$ cat config.mk
export PLATFORM = sky130hd
export DESIGN_NAME = pingpong_ctrl
export DESIGN_NICKNAME = d
export VERILOG_FILES = /design/src/rtl/pingpong_pkg.sv /design/src/rtl/pingpong_score.sv /design/src/rtl/pingpong_ctrl.sv
export SDC_FILE = /design/constraint.sdc
export NUM_CORES = 1
export LEC_CHECK = 0
export ABC_AREA = 1
export CORE_UTILIZATION = 43
export CTS_CLUSTER_DIAMETER = 200
export DETAILED_ROUTE_END_ITERATION = 10
export DONT_BUFFER_PORTS = 1
export GPL_ROUTABILITY_DRIVEN = 1
export GPL_TIMING_DRIVEN = 0
export PLACE_DENSITY = 0.68
export SETUP_SLACK_MARGIN = 0.02
export SYNTH_ARGS = -nofsm -noshare
export SYNTH_HDL_FRONTEND = slang
export SYNTH_SLANG_ARGS = --single-unit
export TNS_END_PERCENT = 5
$ cat constraint.sdc
create_clock -name CLK -period 2 [get_ports CLK]
set_input_delay 0.1 -clock CLK [delete_from_list [all_inputs] [get_ports CLK]]
set_output_delay 0.1 -clock CLK [all_outputs]
set_load 0.02 [all_outputs]
$ cat src/rtl/pingpong_pkg.sv
// Shared definitions for the ping-pong game controller: CS codes,
// ball direction constants, internal state enum and state-to-CS mapping.
package pingpong_pkg;

  // CS codes presented to the downstream decoder
  localparam logic [2:0] CS_IDLE      = 3'b000;
  localparam logic [2:0] CS_R1        = 3'b001;
  localparam logic [2:0] CS_R2        = 3'b110;
  localparam logic [2:0] CS_L2        = 3'b111;
  localparam logic [2:0] CS_L1        = 3'b010;
  localparam logic [2:0] CS_POINT_A   = 3'b011;
  localparam logic [2:0] CS_POINT_B   = 3'b100;
  localparam logic [2:0] CS_GAME_OVER = 3'b101;

  // Ball direction
  localparam logic DIR_LEFT  = 1'b0;
  localparam logic DIR_RIGHT = 1'b1;

  typedef enum logic [3:0] {
    IDLE,
    SERVE_A,
    SERVE_B,
    POS_R1,
    POS_R2,
    POS_L2,
    POS_L1,
    POINT_A,
    POINT_B,
    GAME_OVER
  } state_e;

  // Serve states share the LED code of the end position they serve from
  function automatic logic [2:0] cs_of(input state_e s);
    logic [2:0] code;
    code = CS_IDLE;
    case (s)
      IDLE:      code = CS_IDLE;
      SERVE_A:   code = CS_R1;
      SERVE_B:   code = CS_L1;
      POS_R1:    code = CS_R1;
      POS_R2:    code = CS_R2;
      POS_L2:    code = CS_L2;
      POS_L1:    code = CS_L1;
      POINT_A:   code = CS_POINT_A;
      POINT_B:   code = CS_POINT_B;
      GAME_OVER: code = CS_GAME_OVER;
      default:   code = CS_IDLE;
    endcase
    return code;
  endfunction

endpackage

$ cat src/rtl/pingpong_score.sv
// Saturating score counter with clear and a "reached winning score" flag.
module pingpong_score
  import pingpong_pkg::*;
#(
  parameter int SCORE_W   = 4,
  parameter int WIN_SCORE = 7
) (
  input  logic               clk,
  input  logic               srst,
  input  logic               inc,
  input  logic               clr,
  output logic [SCORE_W-1:0] score,
  output logic               reached
);

  localparam logic [SCORE_W-1:0] WIN = SCORE_W'(WIN_SCORE);

  logic [SCORE_W-1:0] count_q, count_d;

  // Next count: clear wins over increment; increment stops at the winning score
  always_comb begin
    count_d = count_q;
    if (clr) begin
      count_d = '0;
    end else if (inc && (count_q < WIN)) begin
      count_d = count_q + SCORE_W'(1);
    end
  end

  // Count register
  always_ff @(posedge clk) begin
    if (srst) begin
      count_q <= '0;
    end else begin
      count_q <= count_d;
    end
  end

  assign score   = count_q;
  assign reached = (count_q == WIN);

endmodule

$ cat src/rtl/pingpong_ctrl.sv
// Ping-pong game controller: ball movement, hits, misses, fouls, scoring
// and game-over, producing a registered CS code for the LED decoder.
module pingpong_ctrl
  import pingpong_pkg::*;
#(
  parameter int WIN_SCORE = 7,
  parameter int SCORE_W   = 4
) (
  input  logic               CLK,
  input  logic               RST,
  input  logic               START,
  input  logic               STEP,
  input  logic               HITA,
  input  logic               HITB,
  output logic [2:0]         CS,
  output logic [SCORE_W-1:0] SCOREA,
  output logic [SCORE_W-1:0] SCOREB,
  output logic               WINNER
);

  state_e     state_q, state_d;
  logic       dir_q, dir_d;
  logic       armed_q, armed_d;
  logic       winner_q, winner_d;
  logic [2:0] cs_q;
  logic       clr_scores;
  logic       reached_a, reached_b;
  logic       ball_in_a, ball_in_b;

  // The ball is arriving at a player's end (a press there is a return)
  assign ball_in_a = (dir_q == DIR_RIGHT);
  assign ball_in_b = (dir_q == DIR_LEFT);

  // Next-state logic: movement, hits, misses, fouls and point resolution
  always_comb begin
    state_d    = state_q;
    dir_d      = dir_q;
    armed_d    = armed_q;
    winner_d   = winner_q;
    clr_scores = 1'b0;
    case (state_q)
      IDLE, GAME_OVER: begin
        if (START) begin
          state_d    = SERVE_A;
          dir_d      = DIR_LEFT;
          armed_d    = 1'b0;
          winner_d   = 1'b0;
          clr_scores = 1'b1;
        end
      end
      SERVE_A: begin
        if (armed_q && STEP) begin
          state_d = POS_R2;
          armed_d = 1'b0;
        end else if (HITA) begin
          armed_d = 1'b1;
        end
      end
      SERVE_B: begin
        if (armed_q && STEP) begin
          state_d = POS_L2;
          armed_d = 1'b0;
        end else if (HITB) begin
          armed_d = 1'b1;
        end
      end
      POS_R1: begin
        if (ball_in_a && HITA) begin
          dir_d = DIR_LEFT;
        end
        if (STEP) begin
          state_d = (ball_in_a && !HITA) ? POINT_B : POS_R2;
        end
      end
      POS_R2: begin
        if (ball_in_a && HITA) begin
          state_d = POINT_B;
        end else if (STEP) begin
          state_d = (dir_q == DIR_RIGHT) ? POS_R1 : POS_L2;
        end
      end
      POS_L2: begin
        if (ball_in_b && HITB) begin
          state_d = POINT_A;
        end else if (STEP) begin
          state_d = (dir_q == DIR_RIGHT) ? POS_R2 : POS_L1;
        end
      end
      POS_L1: begin
        if (ball_in_b && HITB) begin
          dir_d = DIR_RIGHT;
        end
        if (STEP) begin
          state_d = (ball_in_b && !HITB) ? POINT_A : POS_L2;
        end
      end
      POINT_A: begin
        if (reached_a) begin
          state_d  = GAME_OVER;
          winner_d = 1'b0;
        end else begin
          state_d = SERVE_B;
          dir_d   = DIR_RIGHT;
          armed_d = 1'b0;
        end
      end
      POINT_B: begin
        if (reached_b) begin
          state_d  = GAME_OVER;
          winner_d = 1'b1;
        end else begin
          state_d = SERVE_A;
          dir_d   = DIR_LEFT;
          armed_d = 1'b0;
        end
      end
      default: begin
        state_d = IDLE;
      end
    endcase
  end

  // State, direction, serve-arm, winner and registered CS code
  always_ff @(posedge CLK) begin
    if (RST) begin
      state_q  <= IDLE;
      dir_q    <= DIR_LEFT;
      armed_q  <= 1'b0;
      winner_q <= 1'b0;
      cs_q     <= CS_IDLE;
    end else begin
      state_q  <= state_d;
      dir_q    <= dir_d;
      armed_q  <= armed_d;
      winner_q <= winner_d;
      cs_q     <= cs_of(state_d);
    end
  end

  // Scores bump on the same edge that enters the point state
  pingpong_score #(.SCORE_W(SCORE_W), .WIN_SCORE(WIN_SCORE)) u_score_a (
    .clk     (CLK),
    .srst    (RST),
    .inc     (state_d == POINT_A),
    .clr     (clr_scores),
    .score   (SCOREA),
    .reached (reached_a)
  );

  pingpong_score #(.SCORE_W(SCORE_W), .WIN_SCORE(WIN_SCORE)) u_score_b (
    .clk     (CLK),
    .srst    (RST),
    .inc     (state_d == POINT_B),
    .clr     (clr_scores),
    .score   (SCOREB),
    .reached (reached_b)
  );

  assign CS     = cs_q;
  assign WINNER = winner_q;

endmodule

==> results by group, run 1 <==
Run status
  – Outcome: finished, final reports clean

Global route
  – GR Overflow Total: 0
  – Initial antenna violation count: 0
  – Global-route wire length before repair: 4370 um
  – Vias in the first global route: 1,028
  – GRT Util Overall: 17.9%
  – Largest net degree at the start of global routing: 11

Routing
  – Vias/cell: 4.87
  – TritonRoute pass-1 iters: 5
  – Vias: 1,129
  – Wire length per cell: 11.0 um
  – Remaining DRCs: 0
  – Drt total wl: 2550 um
  – Iteration-0 DRC Markers: 46
  – ANT nets after route: 0

Placed design
  – Routability cong.: 0.901
  – Port Buffers: 0
  – Area after DPL: 1300 um^2
  – DP Worst Slack: 0.299 ns
  – DP HPWL: 2080 um

Floorplanning
  – Core area: 2760 um^2
  – Die W: 56.1 um
  – Die Height: around 56 um
  – Full die area: ~3100 um^2
  – Cell Rows: 19
  – I/O Pins: 18
  – Initial Util: 45.6%

STA
  – Final hold vios: 0
  – Setup TNS: 0 ns
  – Period utilization: 84.9%
  – WHS: about 0.072 ns
  – Slew Limit Fails: 0
  – Min Tclk post-route: about 1.7 ns
  – RSZ-0062 raised after global routing: no
  – Slew HR: 77.1%
  – Setup WS post-layout: 0.302 ns
  – Worst Max-Slew Pin Slew: approximately 0.34 ns
  – Clock Skew: 0.00273 ns
  – Fmax: 0.589 GHz
  – Final setup fails: 0

Clocking
  – Clock Path Buffers: 2
  – Clock Tree Root: clkbuf_4
  – TritonCTS buffer count: 3
  – H-tree depth: 1
  – # resized after CTS: 0
  – Post-CTS Repair Setup Buffers: 0
  – Clock edge transition at the registers on the reported setup and hold paths: 0.10 ns
  – CTS tree: yes
  – Clk Latency, worst-skew pair: 0.29 ns
  – # clock sinks: 18
  – Hold_buf cts: 0

Critical path
  – Reg2reg start: u_score_a.score[0]$_SDFFE_PP0P_
  – Worst path slowest cell: dfxtp_1
  – Critical path arrival: 1.89 ns
  – Largest fanout on the critical path: 5
  – Buffers and inverters on the worst path: 1
  – CP Capture Type: register
  – Critical path class: reg -> reg
  – Worst setup SP type: register
  – Reg2reg end: u_score_a.score[0]$_SDFFE_PP0P_
  – Slowest cell delay on critical path: 0.51 ns
  – Worst EP required: 2.20 ns
  – CP top delay family: simple AND/OR/NAND/NOR gates
  – Worst Reg-to-Reg Cells: 12
  – Worst path most repeated cell: nand2_1
  – Worst R2R Setup Slack: 0.30 ns
  – Worst path cell trace: ha_1 -> nand3_1 -> inv_1 -> nand2_2 -> nand2_1 -> nor2_2 -> nand3_2 -> nand3_4 -> nor2_4 -> nand2_1 -> nand2_1 -> nor2_1

Worst hold path
  – Hold endpoint: u_score_a.score[1]$_SDFFE_PP0P_
  – Hold Path Class: in -> reg
  – Hold_sp: START
  – Hold Crit Depth: 3

Yosys
  – Number of enable flip-flop cells after synthesis: 0
  – Yosys reg bits: 18
  – Synth async-reset ratio: 0%
  – Post-synth top area cell: dfxtp_1
  – YS warnings: 0
  – Ys flop type: dfxtp_1
  – Synth top cells by count: nand2_1 (40), nor2_1 (33), inv_1 (24)
  – Count leader, synth: nand2_1
  – Cells after synthesis: about 200
  – Synth Net Count: about 210
  – Yosys cell types: 29
  – Mean Syn Cell Area: 6.38 um^2
  – Synth Cell Area: about 1300 um^2
  – Largest cells by area after synthesis: dfxtp_1 (29%), nand2_1 (12%), nor2_1 (9.9%)
  – Post-synth top area share: 28.7%
  – Sequential element share of the synthesized area: 28.7%

Power
  – Combinational Power Share: 18.3%
  – VDD IR max: 369 uV
  – Switching power: ~220 uW
  – Cell area power density: 562 nW/um^2
  – Sequential power share: 52.0%
  – Switching fraction of total power: 29.9%
  – Leakage: approximately 0.64 nW
  – Clk pwr share: 29.7%
  – Internal power: between 500 and 600 uW

Final layout
  – Area grow syn2layout: 5.97%
  – Fin util: 48.3%
  – Nets: 210
  – Antenna diodes: 0
  – Share of cells above drive strength 1: between 20% and 30%
  – Final instance area: around 1300 um^2
  – Filler instances: between 200 and 300

Job
  – # Max-Cap Violations: 0
-- power by group through the flow --
stage | clock (mW) | combinational [mW] | sequential [mW]
finish | 0.222 | 0.137 | 0.389
global route | 0.249 | 0.158 | 0.392
CTS | 0.233 | 0.137 | 0.390
detailed placement | 0 | 0.137 | 0.398
global placement | 0 | 0.137 | 0.398
floorplan | 0 | 0.113 | 0.395
-- placed cells by master (no fill, tap or decap), drive strengths merged --
| cell | count |
|---|---|
| nor3 | 3 |
| nand2 | 53 |
| xor2 | 1 |
| nor2 | 46 |
| nand4 | 3 |
| dfxtp | 18 |
| o31ai | 1 |
| o21ai | 8 |
| clkinv | 3 |
| a21oi | 11 |
| nand3 | 13 |
| ha | 2 |
| and2 | 1 |
| inv | 30 |
| a31o | 1 |
| clkbuf | 5 |
| and3 | 1 |
| buf | 1 |
-- cell families (layout without fill, tap and decap cells) --
| group | after synthesis | in the layout | share of synthesized area, % |
|---|---|---|---|
| xor+xnor | 1 | 1 | 0.697 |
| flops | 18 | 18 | 28.7 |
| fa+ha+maj | 2 | 2 | 1.99 |
| buf+inv | 35 | 39 | 10.6 |
| simple gates | 120 | 120 | 48.6 |
| compound gates | 21 | 21 | 9.45 |
-- metrics by stage --
stage               power (mW)  instances
finish                   0.749        232
global route             0.799        232
CTS                      0.760        232
detailed placement       0.534        228
global placement         0.535        228
floorplan                0.508        197
-- registers in the layout (all words and copies together) (netlist names) --
| name | count |
|---|---|
| u_score_a.score | 4 |
| ball_in_a | 1 |
| WINNER | 1 |
| u_score_b.score | 4 |
| CS | 3 |
| armed_q | 1 |
| state_q | 4 |
-- worst reg2reg max path: stages, from the launching register on --
cell and delay (ns):
dfxtp_1 0.51, ha_1 0.23, nand3_1 0.12, inv_1 0.11
nand2_2 0.07, nand2_1 0.08, nor2_2 0.04, nand3_2 0.11
nand3_4 0.09, nor2_4 0.11, nand2_1 0.06, nand2_1 0.06
nor2_1 0.04
-- cell type report --
cell class | instances | area [um^2] | area share [%]
plain buffers | 2 | 8.76 | 0.657
flip-flops and latches | 18 | 360 | 27.0
multi-input cells | 144 | 763 | 57.3
well taps | 31 | 38.8 | 2.91
inverters | 33 | 125 | 9.39
clock buffers | 4 | 36.3 | 2.72
-- routing by layer --
metal	share of wire, %	global-route usage (%)	up-vias
li1	-	-	625
met1	52	25.3	477
met2	42	26.7	23
met3	5.1	4.19	4
met4	1.4	6.27	0
met5	0	0	-
-- how the worst max path moves through the flow --
stage                                                from                         endpoint  slack (ns)  cells past startpoint
after floorplan           u_score_a.score[0]$_SDFFE_PP0P_  u_score_a.score[0]$_SDFFE_PP0P_        0.44                     12
after global placement    u_score_a.score[0]$_SDFFE_PP0P_  u_score_a.score[0]$_SDFFE_PP0P_        0.31                     12
after detailed placement  u_score_a.score[0]$_SDFFE_PP0P_  u_score_a.score[0]$_SDFFE_PP0P_        0.30                     12
after CTS                 u_score_a.score[1]$_SDFFE_PP0P_  u_score_a.score[0]$_SDFFE_PP0P_        0.28                     12
after global routing      u_score_a.score[0]$_SDFFE_PP0P_  u_score_a.score[0]$_SDFFE_PP0P_        0.13                     12
final                     u_score_a.score[0]$_SDFFE_PP0P_  u_score_a.score[0]$_SDFFE_PP0P_        0.30                     12
Note: power is estimated with default switching activity, not from simulation.
==> run 2, diff against run 1 <==
Settings changed: PLACE_DENSITY 0.68 to 0.7.
Clock period 2 ns to 1.5 ns, I/O delays scaled along.
==> run 2 against run 1 <==
  * Critical path type unchanged
  * Total power increased by 42%
  * Final area increased by 17%
  * Combinational power increased by 75%
  * Utilization increased by 8.0 points
  * Sequential cell count unchanged
  * Critical path depth decreased by 1
  * Largest cell class unchanged
  * Clock-buffer cell count unchanged
  * Sequential share of layout area decreased by 2.1 points
==> results by group, run 2 (synthesis gave the netlist of run 1 again) <==
STA
  – Slew Limit Fails: 0 (unchanged)
  – Clock Skew: 0.00163 ns (-0.00109 ns)
  – Final hold vios: 0 (unchanged)
  – Period utilization: 99.8% (+15 points)
  – Worst Max-Slew Pin Slew: 0.397 ns (+0.0535 ns)
  – RSZ-0062 raised after global routing: yes
  – Fmax: 0.668 GHz (+13%)
  – Final setup fails: 0 (unchanged)
  – Min Tclk post-route: 1.50 ns (-0.200 ns)
  – Setup TNS: 0 ns (unchanged)
  – Slew HR: 73.6% (-3.6 points)

Run status
  – Outcome: finished, final reports clean

Placed design
  – Routability cong.: 0.957 (+6.2%)
  – Port Buffers: 0 (unchanged)
  – DP HPWL: 2080 um (+0.12%)
  – Placed insts: 228 (unchanged)

Final layout
  – Antenna diodes: 0 (unchanged)
  – Filler instances: 252 (-14%)
  – Area grow syn2layout: 23.6%
  – Share of cells above drive strength 1: 38.2% (+16 points)
  – Final cell count without fillers: 238 (+2.6%)
  – Most frequent cells in the layout: nand2_1 (33), nor2_1 (30), inv_1 (22)
  – Nets: 216 (+2.9%)
  – Commonest non-fill, non-tap cell in the layout: nand2_1

Clocking
  – TritonCTS buffer count: 3 (unchanged)
  – CTS tree: yes
  – Clock Path Buffers: 2 (unchanged)
  – Clk Latency, worst-skew pair: 0.30 ns (about the same)
  – Clock edge transition at the registers on the reported setup and hold paths: 0.10 ns (about the same)
  – H-tree depth: 1 (unchanged)
  – Clock Tree Root: clkbuf_4
  – # clock sinks: 18 (unchanged)

Floorplanning
  – I/O Pins: 18 (unchanged)
  – Initial Util: 45.6% (unchanged)
  – Cell Rows: 19 (unchanged)
  – Die Height: 56.1 um (unchanged)
  – Core area: 2760 um^2 (unchanged)
  – Die W: 56.1 um (unchanged)
  – Full die area: 3140 um^2 (unchanged)

Critical path
  – Worst setup SP type: register
  – Worst path most repeated cell: nand2_4
  – Worst R2R Setup Slack: 0.003 ns (-0.30 ns)
  – Worst path slowest cell: dfxtp_4
  – Critical path class: reg -> reg
  – Largest fanout on the critical path: 7 (+2)
  – Slowest cell delay on critical path: 0.39 ns (-0.12 ns)
  – Critical path arrival: 1.71 ns (-0.18 ns)
  – CP Capture Type: register
  – Buffers and inverters on the worst path: 1 (unchanged)
  – Worst EP required: 1.71 ns (-0.49 ns)
  – Worst path cell trace: nor2_4 -> buf_6 -> nand2_4 -> nand2_4 -> a21oi_4 -> nand2_4 -> nand3_4 -> nor2_4 -> nand2_1 -> nand2_1 -> nor2_1
  – CP top delay family: simple AND/OR/NAND/NOR gates

Global route
  – Global-route wire length before repair: 4510 um (+3.0%)
  – GRT Util Overall: 18.1% (+0.15 points)
  – GR Overflow Total: 0 (unchanged)
  – Largest net degree at the start of global routing: 11 (unchanged)
  – Vias in the first global route: 1,083 (+5.4%)
  – Initial antenna violation count: 0 (unchanged)

Routing
  – Drt total wl: 2920 um (+15%)
  – Vias: 1,227 (+8.7%)
  – Vias/cell: 5.16 (+5.9%)
  – Remaining DRCs: 0 (unchanged)
  – Wire length per cell: 12.3 um (+12%)
  – Iteration-0 DRC Markers: 36 (-22%)
  – TritonRoute pass-1 iters: 4 (-1)
  – ANT nets after route: 0 (unchanged)

Job
  – # Max-Cap Violations: 0 (unchanged)

Power
  – Cell area power density: 683 nW/um^2 (+22%)
  – VDD IR max: 584 uV (+58%)
  – Leakage: 0.697 nW (+8.2%)

Worst hold path
  – Hold Path Class: in -> reg
run 2: cell count changes in the layout (fill, tap and decap cells not counted), moves of 4 or more:
cell,delta
nand2_1,-7
dfxtp_4,+6
dfxtp_1,-10
dfxtp_2,+4
buf_4,+4
nand2_4,+6
run 2: final cells by class:
type	count	area [um^2]	share of cell area [%]
buffer	2	8.76	0.564
clock buffer	4	36.3	2.33
inverter	33	129	8.29
multi-input combinational	144	902	58.1
sequential	18	388	25.0
tap	31	38.8	2.50
timing repair buffer	6	51.3	3.30
run 2: per-layer routing:
metal  vias to the layer above  wire length [um]  global-route usage, %
li1                        633                 -                      -
met1                       563              1370                   23.0
met2                        24              1410                   30.8
met3                         7                84                   1.63
met4                         0                61                   8.36
met5                         -                 0                      0
run 2: final timing paths:
check / startpoint / end / depth (start not counted)
worst max-delay path: state_q[2]$_SDFF_PP0_ / u_score_a.score[0]$_SDFFE_PP0P_ / 11
worst min-delay path: HITA / armed_q$_SDFFE_PP0P_ / 4
worst max register to register: state_q[2]$_SDFF_PP0_ / u_score_a.score[0]$_SDFFE_PP0P_ / 11
worst min register to register: armed_q$_SDFFE_PP0P_ / armed_q$_SDFFE_PP0P_ / 2
run 2: worst reg2reg max path, stage by stage (launching register included):
cell and delay [ns]:
dfxtp_4 0.39, nor2_4 0.23, buf_6 0.14, nand2_4 0.05
nand2_4 0.08, a21oi_4 0.07, nand2_4 0.09, nand3_4 0.09
nor2_4 0.11, nand2_1 0.06, nand2_1 0.05, nor2_1 0.03
run 2: through the flow:
stage / power (mW) / worst slack, ns / hold slack [ns] / area, um^2 / utilization (%)
floorplan: 0.678 / 0.0494 / 0.294 / 1260 / -
global placement: 0.711 / -0.0935 / 0.347 / 1300 / 47.1
detailed placement: 0.711 / -0.109 / 0.356 / 1300 / 47.1
CTS: 1.02 / 0.00492 / 0.0536 / 1430 / 51.8
global route: 1.11 / -0.0889 / 0.146 / 1550 / 56.4
finish: 1.06 / 0.00259 / 0.0588 / 1550 / 56.4
run 2: where the power goes:
part           leakage [nW]  internal (mW)  switching, mW
clock                0.0210          0.148          0.160
combinational         0.523         0.0844          0.156
sequential            0.153          0.488         0.0252
total                 0.697          0.721          0.341
run 2: repair_timing:
| item | CTS | global route |
|---|---|---|
| cloned | 0 | 0 |
| hold buffers | 1 | 0 |
| buffers inserted | 3 | 2 |
| pin swaps | 7 | 13 |
| setup endpoints to repair | 13 | 15 |
| gates resized for setup | 23 | 29 |
| hold endpoints to repair | 3 | 0 |
==> run 3, diff against run 2 <==
Settings changed: CORE_MARGIN set to 5, RECOVER_POWER set to 100, REMOVE_ABC_BUFFERS set to 1.
==> run 3 against run 2 <==
  * The flow now finishes with violations (setup timing)
  * Routed wire length up 6.0%
  * First-iteration DRC count up 42%
  * Non-clock buffer count down 2
  * Utilization down 3.3 points
  * Clock-buffer cell count unchanged
  * Hold slack better by 0.0027 ns
  * Critical path depth up 1
  * Largest cell class unchanged
  * Sequential cell count unchanged
  * Critical endpoint unchanged
  * Cell count down 0.84%
  * Via count down 0.33%
  * Sequential share of layout area up 1.7 points
==> results by group, run 3 (synthesis gave the netlist of run 1 again) <==
Run status
  – Outcome: finished, violations left
  – Failing checks: setup timing

Floorplanning
  – Die Height: 64.1 um (+14%)
  – Initial Util: 45.2% (-0.39 points)
  – Full die area: 4110 um^2 (+31%)
  – Cell Rows: 19 (unchanged)
  – I/O Pins: 18 (unchanged)
  – Die W: 64.1 um (+14%)
  – Core area: 2780 um^2 (+0.86%)

Critical path
  – Worst R2R Setup Slack: -0.03 ns (-0.03 ns)
  – Reg2reg end: u_score_a.score[0]$_SDFFE_PP0P_
  – Worst EP required: 1.71 ns (about the same)
  – CP Capture Type: register
  – Critical path arrival: 1.74 ns (+0.03 ns)
  – Largest fanout on the critical path: 6 (-1)
  – Reg2reg start: state_q[1]$_SDFF_PP0_
  – Worst Reg-to-Reg Cells: 12 (+1)
  – Critical path class: reg -> reg
  – Worst setup SP type: register

Global route
  – GR Overflow Total: 0 (unchanged)
  – Initial antenna violation count: 0 (unchanged)
  – Vias in the first global route: 1,105 (+2.0%)
  – Largest net degree at the start of global routing: 11 (unchanged)
  – Global-route wire length before repair: 4840 um (+7.3%)
  – GRT Util Overall: 14.5% (-3.6 points)

Power
  – Cell area power density: 696 nW/um^2 (+1.8%)
  – VDD IR max: 500 uV (-14%)
  – Leakage: 0.678 nW (-2.8%)
  – Design Power: 1.03 mW (-3.4%)

STA
  – Min Tclk post-route: 1.53 ns (+0.0347 ns)
  – Period utilization: 102% (+2.3 points)
  – Clock Skew: 0.00535 ns (+0.00371 ns)
  – Setup TNS: -0.0492 ns (-0.0492 ns)
  – Setup WS post-layout: -0.0321 ns (-0.0347 ns)
  – RSZ-0062 raised after global routing: yes
  – Final hold vios: 0 (unchanged)
  – Worst Max-Slew Pin Slew: 0.353 ns (-0.0432 ns)
  – Fmax: 0.653 GHz (-2.3%)
  – Final setup fails: 3 (+3)
  – Slew HR: 76.4% (+2.8 points)
  – WHS: 0.0615 ns (+0.00270 ns)
  – Slew Limit Fails: 0 (unchanged)

Final layout
  – Commonest non-fill, non-tap cell in the layout: nand2_1
  – Share of cells above drive strength 1: 35.6% (-2.6 points)
  – Final cell count without fillers: 236 (-0.84%)
  – Area grow syn2layout: 17.3%
  – Most frequent cells in the layout: nand2_1 (36), nor2_1 (29), inv_1 (23)
  – Nets: 214 (-0.93%)
  – Antenna diodes: 0 (unchanged)

Worst hold path
  – Hold endpoint: armed_q$_SDFFE_PP0P_
  – Hold Crit Depth: 4 (unchanged)
  – Hold Path Class: in -> reg
  – Hold_sp: HITA

Clocking
  – Clock Path Buffers: 2 (unchanged)
  – H-tree depth: 1 (unchanged)
  – CTS tree: yes
  – TritonCTS buffer count: 3 (unchanged)
  – Clock Tree Root: clkbuf_4
  – Clk Latency, worst-skew pair: 0.30 ns (about the same)
  – Clock edge transition at the registers on the reported setup and hold paths: 0.11 ns (about the same)
  – # clock sinks: 18 (unchanged)

Routing
  – DR WL met3: 201 um (+140%)
  – Top sig layer: met4
  – ANT nets after route: 0 (unchanged)
  – TritonRoute pass-1 iters: 4 (unchanged)
  – Remaining DRCs: 0 (unchanged)
  – Vias/cell: 5.18 (+0.52%)
  – Vias: 1,223 (-0.33%)
  – Drt total wl: 3100 um (+6.0%)
  – Met2 wire length: 1540 um (+9.2%)
  – Iteration-0 DRC Markers: 51 (+42%)
  – Wire length per cell: 13.1 um (+6.9%)
  – Wl on met1: 1320 um (-3.7%)

Placed design
  – Placed insts: 226 (-0.88%)
  – Port Buffers: 0 (unchanged)
  – DP HPWL: 2160 um (+4.0%)
  – Routability cong.: 0.946 (-1.2%)

Job
  – # Max-Cap Violations: 0 (unchanged)
## run 3: cell type report
cell class | instances | area (um^2)
well taps | 31 | 38.8
repair buffers | 6 | 50.0
fillers | 259 | 1310
multi-input cells | 144 | 832
flip-flops and latches | 18 | 393
clock buffers | 4 | 36.3
inverters | 33 | 125
## run 3: through the flow
| step | utilization [%] | area (um^2) | worst slack, ns |
|---|---|---|---|
| CTS | 49.7 | 1380 | 0.0102 |
| floorplan | - | 1250 | -0.0583 |
| detailed placement | 46.3 | 1290 | -0.207 |
| global route | 53.0 | 1480 | -0.140 |
| global placement | 46.3 | 1290 | -0.187 |
| finish | 53.0 | 1480 | -0.0321 |
## run 3: power breakdown
part           internal [mW]  leakage (nW)  switching [mW]
Combinational         0.0671         0.504           0.141
Clock                  0.148        0.0210           0.160
Sequential             0.486         0.153          0.0238
Total                  0.701         0.678           0.325
## run 3: how the worst max path moves through the flow
| stage | startpoint | endpoint | slack (ns) | depth (start not counted) |
|---|---|---|---|---|
| 6_report | state_q[1]$_SDFF_PP0_ | u_score_a.score[0]$_SDFFE_PP0P_ | -0.03 | 12 |
| 5_1_grt | state_q[0]$_SDFF_PP0_ | u_score_a.score[0]$_SDFFE_PP0P_ | -0.14 | 12 |
| 4_1_cts | state_q[2]$_SDFF_PP0_ | armed_q$_SDFFE_PP0P_ | 0.01 | 11 |
| 3_5_place_dp | u_score_a.score[0]$_SDFFE_PP0P_ | u_score_a.score[0]$_SDFFE_PP0P_ | -0.21 | 12 |
| 3_3_place_gp | u_score_a.score[0]$_SDFFE_PP0P_ | u_score_a.score[0]$_SDFFE_PP0P_ | -0.19 | 12 |
| 2_1_floorplan | u_score_a.score[0]$_SDFFE_PP0P_ | u_score_a.score[0]$_SDFFE_PP0P_ | -0.06 | 12 |
## run 3: worst max-delay path, stage by stage (launching register included)
cell      delay [ns]
dfxtp_4         0.39
inv_2           0.09
nand2_2         0.10
nor2_4          0.14
clkinv_2        0.10
nand2_1         0.09
nor2_2          0.05
nand3_2         0.12
nand3_4         0.10
nor2_4          0.13
nand2_1         0.05
nand2_1         0.05
nor2_1          0.03
## run 3: timing repair
action,in CTS,in global routing
setup buffers,2,2
resized for setup,15,22
setup endpoints to repair,13,15
hold buffers,1,1
hold endpoints to repair,13,3
pin swaps,1,7
## run 3: layer usage
metal / vias up / track usage, %
met5: - / 0
met4: 0 / 6.23
met3: 5 / 4.03
met2: 38 / 22.9
met1: 554 / 18.5
li1: 626 / -
